## src/rtl/fetch_unit_ras_pkg.sv

```systemverilog
// fetch_pkg: shared types and the next-PC priority decoder for fetch_unit_ras.
//   npc_sel_t  - source of the next PC (incrementor, branch target, RAS top, hold)
//   npc_dec_t  - decoded selection plus RAS push/pop strobes and underflow event
//   npc_decode - fixed-priority decode: stall > ret > call > jmp > taken branch > inc
package fetch_pkg;

    typedef enum logic [1:0] {
        NPC_INC  = 2'd0,
        NPC_TGT  = 2'd1,
        NPC_RAS  = 2'd2,
        NPC_HOLD = 2'd3
    } npc_sel_t;

    typedef struct packed {
        npc_sel_t sel;
        logic     push;
        logic     pop;
        logic     unf;
    } npc_dec_t;

    // A return on an empty stack falls through to pc_inc and only raises
    // the underflow event; it never pops, so the stack state stays consistent.
    function automatic npc_dec_t npc_decode(
        input logic stall,
        input logic ret,
        input logic call,
        input logic jmp,
        input logic br,
        input logic zero,
        input logic ras_empty
    );
        npc_dec_t d;
        d.sel  = NPC_INC;
        d.push = 1'b0;
        d.pop  = 1'b0;
        d.unf  = 1'b0;
        if (stall) begin
            d.sel = NPC_HOLD;
        end else if (ret) begin
            if (ras_empty) begin
                d.sel = NPC_INC;
                d.unf = 1'b1;
            end else begin
                d.sel = NPC_RAS;
                d.pop = 1'b1;
            end
        end else if (call) begin
            d.sel  = NPC_TGT;
            d.push = 1'b1;
        end else if (jmp || (br && zero)) begin
            d.sel = NPC_TGT;
        end else begin
            d.sel = NPC_INC;
        end
        return d;
    endfunction

endpackage

```

## src/rtl/fetch_unit_ras_stack.sv

```systemverilog
// ras_stack: circular return-address stack.
//   clk        - clock (rising edge)
//   clear      - synchronous clear: empties the stack
//   push/pop   - one operation per cycle; push wins if both are asserted
//   push_data  - address to push
//   top        - entry at the top of the stack (only meaningful when !empty)
//   count      - number of valid entries, saturating at DEPTH
//   full/empty - count == DEPTH / count == 0
// Pushing while full overwrites the oldest entry: the top pointer simply
// advances onto the slot holding the oldest address.
module ras_stack #(
    parameter int DEPTH = 4,
    parameter int W     = 16
) (
    input  logic                           clk,
    input  logic                           clear,
    input  logic                           push,
    input  logic                           pop,
    input  logic [W-1:0]                   push_data,
    output logic [W-1:0]                   top,
    output logic [$clog2(DEPTH+1)-1:0]     count,
    output logic                           full,
    output logic                           empty
);

    localparam int PTR_W = $clog2(DEPTH);
    localparam int CNT_W = $clog2(DEPTH + 1);

    logic [W-1:0]     mem_r [DEPTH];
    logic [PTR_W-1:0] top_r;
    logic [PTR_W-1:0] top_inc_s;
    logic [PTR_W-1:0] top_dec_s;
    logic [CNT_W-1:0] count_r;
    logic             full_s;
    logic             empty_s;

    // Modulo-DEPTH pointer neighbours (DEPTH need not be a power of two).
    always_comb begin
        top_inc_s = '0;
        top_dec_s = '0;
        if (top_r == PTR_W'(DEPTH - 1)) begin
            top_inc_s = '0;
        end else begin
            top_inc_s = top_r + PTR_W'(1);
        end
        if (top_r == '0) begin
            top_dec_s = PTR_W'(DEPTH - 1);
        end else begin
            top_dec_s = top_r - PTR_W'(1);
        end
    end

    assign full_s  = (count_r == CNT_W'(DEPTH));
    assign empty_s = (count_r == '0);

    // Top pointer and occupancy count.
    always_ff @(posedge clk) begin
        if (clear) begin
            top_r   <= '0;
            count_r <= '0;
        end else if (push) begin
            top_r <= top_inc_s;
            if (!full_s) begin
                count_r <= count_r + CNT_W'(1);
            end
        end else if (pop && !empty_s) begin
            top_r   <= top_dec_s;
            count_r <= count_r - CNT_W'(1);
        end
    end

    // Entry storage; contents past count are never read, so no clear needed.
    always_ff @(posedge clk) begin
        if (push && !clear) begin
            mem_r[top_inc_s] <= push_data;
        end
    end

    assign top   = mem_r[top_r];
    assign count = count_r;
    assign full  = full_s;
    assign empty = empty_s;

endmodule

```

## src/rtl/fetch_unit_ras.sv

```systemverilog
// fetch_unit_ras: instruction-fetch PC unit with return-address stack.
//   CLK        - clock, all state on rising edge
//   reset_ctrl - synchronous active-high reset (PC=RESET_PC, stack empty, flags 0)
//   stall_ctrl - hold PC, stack and flags
//   dst_in     - target offset (low OFF_W bits of a branch/jump/call target)
//   br_ctrl    - conditional branch, taken when zero_ctrl is high
//   zero_ctrl  - ALU zero line
//   jmp_ctrl   - unconditional jump
//   call_ctrl  - jump and push the return address (pc + 1)
//   ret_ctrl   - pop return address into PC
//   instr_addr - current PC (registered)
//   ras_count  - valid stack entries
//   ras_ovf    - sticky: push while full
//   ras_unf    - sticky: return while empty
import fetch_pkg::*;

module fetch_unit_ras #(
    parameter int ADDR_W    = 16,
    parameter int OFF_W     = 8,
    parameter int RAS_DEPTH = 4,
    parameter int RESET_PC  = 0
) (
    input  logic                             CLK,
    input  logic                             reset_ctrl,
    input  logic                             stall_ctrl,
    input  logic [OFF_W-1:0]                 dst_in,
    input  logic                             br_ctrl,
    input  logic                             zero_ctrl,
    input  logic                             jmp_ctrl,
    input  logic                             call_ctrl,
    input  logic                             ret_ctrl,
    output logic [ADDR_W-1:0]                instr_addr,
    output logic [$clog2(RAS_DEPTH+1)-1:0]   ras_count,
    output logic                             ras_ovf,
    output logic                             ras_unf
);

    logic [ADDR_W-1:0] pc_r;
    logic [ADDR_W-1:0] pc_inc_s;
    logic [ADDR_W-1:0] target_s;
    logic [ADDR_W-1:0] pc_next_s;
    logic [ADDR_W-1:0] ras_top_s;
    logic              ras_full_s;
    logic              ras_empty_s;
    logic              ovf_r;
    logic              unf_r;
    npc_dec_t          dec_s;

    // The target page comes from pc_inc, so a jump from the last word of a
    // page lands in the following page.
    assign pc_inc_s = pc_r + ADDR_W'(1);
    assign target_s = {pc_inc_s[ADDR_W-1:OFF_W], dst_in};

    // Priority decode and next-PC mux.
    always_comb begin
        dec_s = npc_decode(stall_ctrl, ret_ctrl, call_ctrl, jmp_ctrl,
                           br_ctrl, zero_ctrl, ras_empty_s);
        case (dec_s.sel)
            NPC_INC:  pc_next_s = pc_inc_s;
            NPC_TGT:  pc_next_s = target_s;
            NPC_RAS:  pc_next_s = ras_top_s;
            NPC_HOLD: pc_next_s = pc_r;
            default:  pc_next_s = pc_r;
        endcase
    end

    ras_stack #(
        .DEPTH (RAS_DEPTH),
        .W     (ADDR_W)
    ) u_ras (
        .clk       (CLK),
        .clear     (reset_ctrl),
        .push      (dec_s.push),
        .pop       (dec_s.pop),
        .push_data (pc_inc_s),
        .top       (ras_top_s),
        .count     (ras_count),
        .full      (ras_full_s),
        .empty     (ras_empty_s)
    );

    // PC register and sticky stack-fault flags.
    always_ff @(posedge CLK) begin
        if (reset_ctrl) begin
            pc_r  <= ADDR_W'(RESET_PC);
            ovf_r <= 1'b0;
            unf_r <= 1'b0;
        end else begin
            pc_r <= pc_next_s;
            if (dec_s.push && ras_full_s) begin
                ovf_r <= 1'b1;
            end
            if (dec_s.unf) begin
                unf_r <= 1'b1;
            end
        end
    end

    assign instr_addr = pc_r;
    assign ras_ovf    = ovf_r;
    assign ras_unf    = unf_r;

endmodule

```

## config.mk

```make
export PLATFORM = sky130hd
export DESIGN_NAME = fetch_unit_ras
export DESIGN_NICKNAME = d
export VERILOG_FILES = /design/src/rtl/fetch_unit_ras_pkg.sv /design/src/rtl/fetch_unit_ras_stack.sv /design/src/rtl/fetch_unit_ras.sv
export SDC_FILE = /design/constraint.sdc
export NUM_CORES = 1
export LEC_CHECK = 0
export CELL_PAD_IN_SITES_DETAIL_PLACEMENT = 1
export CELL_PAD_IN_SITES_GLOBAL_PLACEMENT = 1
export CORE_MARGIN = 5
export CORE_UTILIZATION = 45
export CTS_CLUSTER_DIAMETER = 60
export DETAILED_ROUTE_END_ITERATION = 7
export PLACE_DENSITY_LB_ADDON = 0.1
export SLEW_MARGIN = 20
export SYNTH_ARGS = -nofsm -noshare
export SYNTH_HDL_FRONTEND = slang
export SYNTH_SLANG_ARGS = --single-unit
```

## constraint.sdc

```tcl
create_clock -name CLK -period 4 [get_ports CLK]
set_clock_uncertainty 0.15 [all_clocks]
set_input_delay 1.2 -clock CLK [delete_from_list [all_inputs] [get_ports CLK]]
set_output_delay 1.2 -clock CLK [all_outputs]
set_load 0.05 [all_outputs]
```

After elaboration in Yosys (flattened, before gate mapping)
Memories as Yosys holds them, arrays and structs flattened. A register that Yosys moved wholly into a read port is not among the register bits.
Cells that the tools add are included.
{"block": "totals", "out_inout_bits": 21, "word_cells": 52, "inputBits": 16, "ram_bits": 64, "reg_bits": 23, "memories": 1}
{"block": "op_classes", "muxes": 23, "add_sub_neg": 5, "n_reduce_logical": 12, "n_eq_ne": 6}
{"memory": "u_ras.mem_r", "words": 4, "word_bits": 16, "read_ports": 1, "rd_ports_with_merged_regs": 1, "wr": 1, "line_no": "fetch_unit_ras_stack.sv:29", "text": "logic [W-1:0] mem_r [DEPTH];"}
{"operator": "$pmux 16 s3", "count": 1}
{"operator": "$mux 2", "count": 11}
{"operator": "$add 16x1->16 const B", "count": 1}
{"operator": "$mux 3", "count": 4}
{"operator": "$mux 1", "count": 7}
{"operator": "$eq 2x2->1 const B", "count": 3}
{"operator": "$logic_and 1x1->1", "count": 4}
{"operator": "$logic_not 2->1", "count": 2}
{"operator": "$add 3x1->3 const B", "count": 1}
{"operator": "$eq 3x3->1 const B", "count": 1}
{"operator": "$logic_not 3->1", "count": 1}
{"operator": "$sub 3x1->3 const B", "count": 1}
{"operator": "$add 2x1->2 const B", "count": 1}
{"operator": "$eq 2x1->1 const B", "count": 1}
{"operator": "$logic_not 1->1", "count": 2}
{"operator": "$ne 2x2->1 const B", "count": 1}
{"operator": "$reduce_and 2->1", "count": 1}
{"operator": "$reduce_bool 2->1", "count": 1}
{"operator": "$sub 2x1->2 const B", "count": 1}
{"operator": "$logic_or 1x1->1", "count": 1}

Logic depth before layout (Yosys ltp)
Gate-level depths: netlist of run 1.
{"block": "logic_depth", "ltp_word": 9, "mapped_depth": 10, "ltp_nobuf": 9}

Cells and area by module
Synthesis of run 1 repeated with hierarchy kept, for this count alone.
{"block": "hier_totals", "hier_cells": 327, "area_unflattened_um2": 4222.8}
{"mod": "ras_stack", "seq_area_each_um2": 2062.0, "area_each_um2": 2805.2, "cells_per_inst": 139, "instances": 1}
{"mod": "fetch_unit_ras", "seq_area_each_um2": 360.3, "area_each_um2": 1417.6, "cells_per_inst": 188, "instances": 1}

Worst setup path before layout of run 1
Ideal clock, no wire load.
{"block": "synth_timing", "path_kind": "input-to-reg", "from": "input port br_ctrl", "to": "register pc_r[14], in the netlist instr_addr[14]", "stages": 9, "t_arrival_ns": 3.170, "required_ns": 3.767, "setup_ns": 0.083, "n_path_buf": 1, "setup_slack_ns": 0.597, "path_cell_list": "a211oi_1 -> nor2_1 -> or2_2 -> ha_1 -> nor2b_1 -> buf_2 -> or4_1 -> or4_1 -> o221ai_1"}
{"block": "synth_between", "elab_chain_cells": 8, "word_cells_on_any_way": 11, "cone_classes": "eq/ne: 3; mux: 5; reduce/logical: 3"}
{"element": "start: declaration", "line_no": "fetch_unit_ras.sv:27", "text": "input logic br_ctrl,"}
{"element": "$logic_and 1x1->1 *", "line_no": "fetch_unit_ras_pkg.sv:50", "text": "end else if (jmp || (br && zero)) begin"}
{"element": "$logic_or 1x1->1 *", "line_no": "fetch_unit_ras_pkg.sv:50"}
{"element": "$mux 1 *", "line_no": "fetch_unit_ras_pkg.sv:50"}
{"element": "$mux 2 *", "line_no": "fetch_unit_ras_pkg.sv:47", "text": "end else if (call) begin"}
{"element": "$mux 2 *", "line_no": "fetch_unit_ras_pkg.sv:39", "text": "end else if (ret) begin"}
{"element": "$mux 2 *", "line_no": "fetch_unit_ras_pkg.sv:37", "text": "if (stall) begin"}
{"element": "$eq 2x2->1, or another cell as far along", "line_no": "fetch_unit_ras.sv:58", "text": "case (dec_s.sel)"}
{"element": "$pmux 16 s3", "line_no": "fetch_unit_ras.sv:58"}
{"element": "end signal: assignment", "line_no": "fetch_unit_ras.sv:85", "text": "pc_r <= ADDR_W'(RESET_PC);"}
{"element": "end signal: assignment", "line_no": "fetch_unit_ras.sv:89", "text": "pc_r <= pc_next_s;"}
{"element": "end: declaration", "line_no": "fetch_unit_ras.sv:38", "text": "logic [ADDR_W-1:0] pc_r;"}
Mark *: on every way between the ends. The rest lies on a longest branch, timed or not.
A chain may end at the register's enable or synchronous reset.

Worst setup path after layout of run 1
{"block": "layout_timing", "from": "input port call_ctrl", "to": "register pc_r[14], in the netlist instr_addr[14]"}
{"block": "layout_between", "elab_chain_cells": 5, "word_cells_on_any_way": 8, "cone_classes": "eq/ne: 3; mux: 4; reduce/logical: 1"}
{"element": "start: declaration", "line_no": "fetch_unit_ras.sv:30", "text": "input logic call_ctrl,"}
{"element": "$mux 2 *", "line_no": "fetch_unit_ras_pkg.sv:47"}
{"element": "$mux 2 *", "line_no": "fetch_unit_ras_pkg.sv:39"}
{"element": "$mux 2 *", "line_no": "fetch_unit_ras_pkg.sv:37"}
{"element": "$eq 2x2->1, or another cell as far along", "line_no": "fetch_unit_ras.sv:58"}
{"element": "$pmux 16 s3", "line_no": "fetch_unit_ras.sv:58"}
Marks and branches as above.

==> impl_metrics.toml, run 1 <==
[job]
cap_viol_max_count = 0

[logic_synthesis]
synth_cells = 312
synth_edf_count = 64
synth_area_um2 = 4150
synthArstFlopShare_pct = 0
ys_seq_elements = 89
synth_seq_area_share_pct = 58.3
ys_types = 54
ys.flop_type = "edfxtp_1"
syn_avg_cell_area_um2 = 13.3
yosysWarnings = 0
syn_nets = 339

[finish]
drive_above_1_share_pct = 15.4
layout.nets = 380
fillers = 946
mostFrequentLayoutCells = "64 x edfxtp_1, 36 x clkdlybuf4s50_1, 25 x dfxtp_1"
layout_commonest_cell = "edfxtp_1"
antenna_cells = 0
syn2layout_area_growth_pct = 17.3

[global_routing]
grt_pass1_vias = 2800
overflow = 0
grtUsageTotal_pct = 17.7
grt_start_max_net_pins = 27
grt_pass1_wl_mm = 15.4
antenna_found_initial = 0

[critical_path]
endpoint_kind = "flip-flop"
worst_r2r_endpoint = "instr_addr[14]"
regToRegSetupSlack_ns = 1.43
path_class = "input pin to flip-flop"
worst-path-max-fanout = 3
worstRegToRegCells = 7
cp.required_ns = 4.12
r2r-start = "u_ras.count[2]"
cp.arrival_ns = 3.61
start_kind = "input pin"

[timing]
fmax_ghz = 0.287
finalCritPeriodShare_pct = 87.1
period_minus_slack_ns = 3.48
tightestPinTransition_ns = 0.903
hold_ws_ns = 0.351
fin_ws_ns = 0.515
slew_violations = 0
hold_viol = 0
slew_headroom_pct = 39.7
rsz0062_at_grt = "false"
finalSetupViolations = 0
totalNegativeSetupSlack_ns = 0

[clocking]
cts_root_buf = "clkbuf_8"
clock_path_buffers = 2
htreeDepth = 3
clk_pin_slew_ns = 0.09
hold_buffers = 0
numCtsBuffers = 9
cts.sinks = 89
ctsResizeCount = 0
clk_latency_ns = 0.35
cts_tree = "done"
post_cts_buffers = 0

[power_and_ir_drop]
vdd_drop_max_mv = 0.202
fin_total_pwr_uw = 2180
p_per_area_nw_per_um2 = 447
power.static_leakage_uw = 0.00163

[drt]
post_drt_wl_per_cell_um = 19.9
drc = 0
drtIter0Drc = 104
route.vias.total = 2653
viasPerCell = 5.66
antenna_left = 0
drt_pass1_iterations = 4
wl_mm = 9.35

[floorplanning]
die_w_um = 106
coreArea_um2 = 9110
initial_utilization_pct = 45.6
die_h_um = 106
row_count = 35
ios = 37
dieArea_um2 = 11300

[min_path]
hp-start = "ras_unf"
worstHoldPathType = "flip-flop to flip-flop"
min_to = "ras_unf"
hold_depth = 2

[outcome]
run_status = "completed"

[placed_design]
pre_cts_slack_ns = 0.156
hpwl_mm = 6.23
numPortBuffers = 36
gp_congestion = 0.751
routing by layer:
metal | global-route usage, % | part of all wire (%) | vias up | routed length (um)
met5 | 0 | 0 | - | 0
met4 | 4.72 | 1.1 | 0 | 99
met3 | 3.40 | 2.7 | 10 | 250
met2 | 28.4 | 48 | 38 | 4490
met1 | 24.7 | 48 | 1332 | 4510
li1 | - | - | 1273 | -
state kept, by name (all words and copies together) (netlist names), named ones only:
register / flops
instr_addr: 16
ras_unf: 1
u_ras.count: 3
ras_ovf: 1
u_ras.mem_r: 64
u_ras.top_r: 2
metrics by stage:
stage	util, %	instance area, um^2	instances
4_1_cts	53.5	4870	469
3_3_place_gp	51.0	4650	453
3_5_place_dp	51.0	4650	453
5_1_grt	53.5	4870	469
2_1_floorplan	-	4150	312
6_report	53.5	4870	469
critical path, cell delays in order:
cell and delay [ns]:
clkdlybuf4s50_1 0.46, a211oi_1 0.22, nor2_1 0.06, or2_2 0.30, ha_1 0.33, nor2b_1 0.15, or4_1 0.39, or4_1 0.40
o221ai_1 0.09
how the worst max path moves through the flow:
stage	from	end	slack, ns	cells after the start
floorplan	br_ctrl	instr_addr[14]	0.60	9
global placement	call_ctrl	instr_addr[14]	0.20	9
detailed placement	call_ctrl	instr_addr[14]	0.16	9
CTS	call_ctrl	instr_addr[14]	0.52	9
global route	call_ctrl	instr_addr[14]	0.40	9
finish	call_ctrl	instr_addr[14]	0.52	9
cells by family (layout without fill, tap and decap cells):
group / count (synthesis) / in the layout / synth area share (%)
buffers and inverters: 31 / 77 / 3.58
and+or+nand+nor: 88 / 88 / 12.2
muxes: 17 / 17 / 8.95
xor gates and xnor gates: 17 / 17 / 3.58
adders and majority gates: 11 / 11 / 3.49
DFF: 89 / 89 / 58.3
AOI/OAI and AO/OA: 59 / 59 / 9.91
synthesized netlist by cell type (2+ instances only):
| library cell | n | area share [%] |
|---|---|---|
| and3_1 | 2 | 0.30 |
| nand4_4 | 2 | 1.0 |
| a211oi_1 | 3 | 0.54 |
| o32ai_1 | 3 | 0.63 |
| buf_6 | 2 | 0.54 |
| mux4_2 | 16 | 8.7 |
| or4_1 | 5 | 0.90 |
| or3_1 | 2 | 0.30 |
| edfxtp_1 | 64 | 46 |
| o31a_1 | 3 | 0.63 |
| a221oi_1 | 3 | 0.63 |
| ha_1 | 10 | 3.0 |
| clkbuf_1 | 6 | 0.54 |
| xnor2_1 | 13 | 2.7 |
| a31oi_1 | 9 | 1.4 |
| a21oi_1 | 12 | 1.4 |
| nand4_1 | 3 | 0.45 |
| a41oi_1 | 2 | 0.42 |
| or2_2 | 2 | 0.30 |
| and2_1 | 9 | 1.4 |
| nor3_1 | 3 | 0.36 |
| a311oi_1 | 2 | 0.42 |
| nand2b_1 | 4 | 0.60 |
| buf_4 | 3 | 0.54 |
| nand3b_1 | 3 | 0.54 |
| buf_1 | 3 | 0.27 |
| o21ai_0 | 7 | 0.84 |
| nand2_1 | 20 | 1.8 |
| a21o_1 | 2 | 0.36 |
| xor2_1 | 4 | 0.84 |
| dfxtp_1 | 25 | 12 |
| nand3_1 | 12 | 1.4 |
| inv_1 | 12 | 1.1 |
| buf_2 | 5 | 0.60 |
| nor2b_1 | 2 | 0.30 |
| o21bai_1 | 2 | 0.36 |
| nor2_1 | 14 | 1.3 |
| o221ai_1 | 2 | 0.42 |
where the power goes:
part | total (uW) | internal (uW) | switching, uW
clock network | 694 | 370 | 324
logic | 399 | 165 | 235
registers | 1080 | 1030 | 55.2
total | 2180 | 1560 | 614
layout make-up:
cell class | count | area [um^2] | area share, %
Multi-Input combinational cell | 192 | 1580 | 32.5
Tap cell | 111 | 139 | 2.85
Sequential cell | 89 | 2420 | 49.7
Timing Repair Buffer | 49 | 458 | 9.40
Inverter | 12 | 45.0 | 0.924
Clock inverter | 6 | 88.8 | 1.82
Clock buffer | 10 | 138 | 2.82
(Power assumes the default switching activity.)
==> inputs of run 2 (changes only) <==
- CELL_PAD_IN_SITES_DETAIL_PLACEMENT: 1 -> not set
- CELL_PAD_IN_SITES_GLOBAL_PLACEMENT: 1 -> not set
- PLACE_DENSITY_LB_ADDON: 0.1 -> not set
==> impl_metrics.toml, run 2 (synthesis results as in run 1) <==
[clocking]
clk_pin_slew_ns = 0.09
ctsResizeCount = 0
htreeDepth = 3
cts_root_buf = "clkbuf_8"
cts_tree = "done"
clock_path_buffers = 2
clk_latency_ns = 0.35
hold_buffers = 0
post_cts_buffers = 0
cts.sinks = 89
numCtsBuffers = 9

[power_and_ir_drop]
intPower_uw = 1500
p_per_area_nw_per_um2 = 435
seqPwrFrac_pct = 51.4
power.static_leakage_uw = 0.00162
p_sw_share_pct = 28.8
vdd_drop_max_mv = 0.210
p_clk_share_pct = 29.7
combinationalPowerShare_pct = 18.9
p_switching_uw = 607

[floorplanning]
ios = 37
initial_utilization_pct = 45.6
row_count = 35
die_w_um = 106
coreArea_um2 = 9110
die_h_um = 106
dieArea_um2 = 11300

[critical_path]
worst_r2r_endpoint = "instr_addr[14]"
cp.arrival_ns = 3.56
path_class = "input pin to flip-flop"
crit_chain = "clkdlybuf4s50_1 > a211oi_1 > nor2_1 > or2_2 > ha_1 > buf_4 > and2_1 > buf_4 > nand2_1 > a221oi_1 > a21o_1"
crit_path_frequent_cell = "buf_4"
endpoint_kind = "flip-flop"
cp.required_ns = 4.14
slowest_stage = "clkdlybuf4s50_1"
critPathLaunch = "br_ctrl"
r2r-start = "u_ras.count[2]"
start_kind = "input pin"
worst-path-max-fanout = 21
critPathCapture = "instr_addr[7]"
max_stage_delay_ns = 0.40
regToRegSetupSlack_ns = 1.35
worstRegToRegCells = 8

[timing]
slew_violations = 0
tightestPinTransition_ns = 0.880
totalNegativeSetupSlack_ns = 0
finalSetupViolations = 0
period_minus_slack_ns = 3.42
finalCritPeriodShare_pct = 85.6
fmax_ghz = 0.292
hold_viol = 0
rsz0062_at_grt = "false"
slew_headroom_pct = 41.3

[drt]
antenna_left = 0
viasPerCell = 5.70
route.vias.total = 2668
drt_pass1_iterations = 4
post_drt_wl_per_cell_um = 18.9
drc = 0
wl_mm = 8.83
drtIter0Drc = 107

[finish]
layout_commonest_cell = "edfxtp_1"
layout.nets = 379
design_area_um2 = 4840
largest_reg_flops = 64
layout.cells.non_filler = 468
syn2layout_area_growth_pct = 16.6
mostFrequentLayoutCells = "64 x edfxtp_1, 36 x clkdlybuf4s50_1, 25 x dfxtp_1"
antenna_cells = 0
largest_register = "u_ras.mem_r"
drive_above_1_share_pct = 15.1

[global_routing]
antenna_found_initial = 0
overflow = 0
grt_start_max_net_pins = 27
grt_pass1_wl_mm = 14.7
grtUsageTotal_pct = 16.8
grt_pass1_vias = 2730

[placed_design]
gp_congestion = 0.786
hpwl_mm = 5.91
dp.cells = 452
place_area_um2 = 4640
numPortBuffers = 36

[outcome]
run_status = "completed"

[min_path]
worstHoldPathType = "flip-flop to flip-flop"
hp-start = "ras_ovf"

[job]
cap_viol_max_count = 0
==> run 2: cell types whose count changed in the layout (fill, tap and decap cells not counted), sizes merged <==
cell | previous run | this run
clkinv | 1 | 3
bufinv | 2 | 1
inv | 13 | 12
buf | 13 | 12
==> run 2: worst min-delay path by stage <==
stage / endpoint / slack, ns / cells after the start
finish: ras_ovf / 0.33 / 2
global placement: ras_ovf / 0.31 / 2
floorplan: flip-flop / 0.45 / 1
global route: ras_unf / 0.37 / 2
detailed placement: ras_ovf / 0.32 / 2
CTS: ras_ovf / 0.33 / 2
==> run 2: layout make-up <==
type                            instances  area, um^2
Timing Repair Buffer                   48         450
Clock buffer                           10         138
Fill cell                             791        4260
Clock inverter                          6        67.6
Sequential cell                        89        2420
Inverter                               12        45.0
Tap cell                              111         139
Multi-Input combinational cell        192        1580
==> run 2: layer usage <==
layer,vias up,routed length (um),track usage (%)
met5,-,0,0
met4,0,139,6.01
met3,12,446,2.85
met2,52,4310,26.2
met1,1330,3930,23.7
li1,1274,-,-
==> run 2: power groups by stage <==
stage / sequential [uW] / combinational, uW / clock, uW
floorplan: 1150 / 216 / 0
global placement: 1100 / 392 / 0
detailed placement: 1100 / 397 / 0
CTS: 1080 / 399 / 641
global route: 1090 / 432 / 683
finish: 1080 / 397 / 626
==> run 2: metrics by stage <==
stage          total power [uW]  utilization (%)  setup WS [ns]  hold slack (ns)
5_1_grt                    2200             53.2          0.498            0.372
6_report                   2110             53.2          0.577            0.328
3_3_place_gp               1490             50.9          0.256            0.306
4_1_cts                    2120             53.2          0.617            0.333
3_5_place_dp               1500             50.9          0.255            0.319
2_1_floorplan              1370                -          0.597            0.446
==> run 2: worst max-delay path: cells and delay by family <==
family / cells / cell delay (ns)
buffers and inverters: 3 / 0.83
AOI/OAI and AO/OA: 3 / 0.62
and+or+nand+nor: 4 / 0.60
adders and majority gates: 1 / 0.30
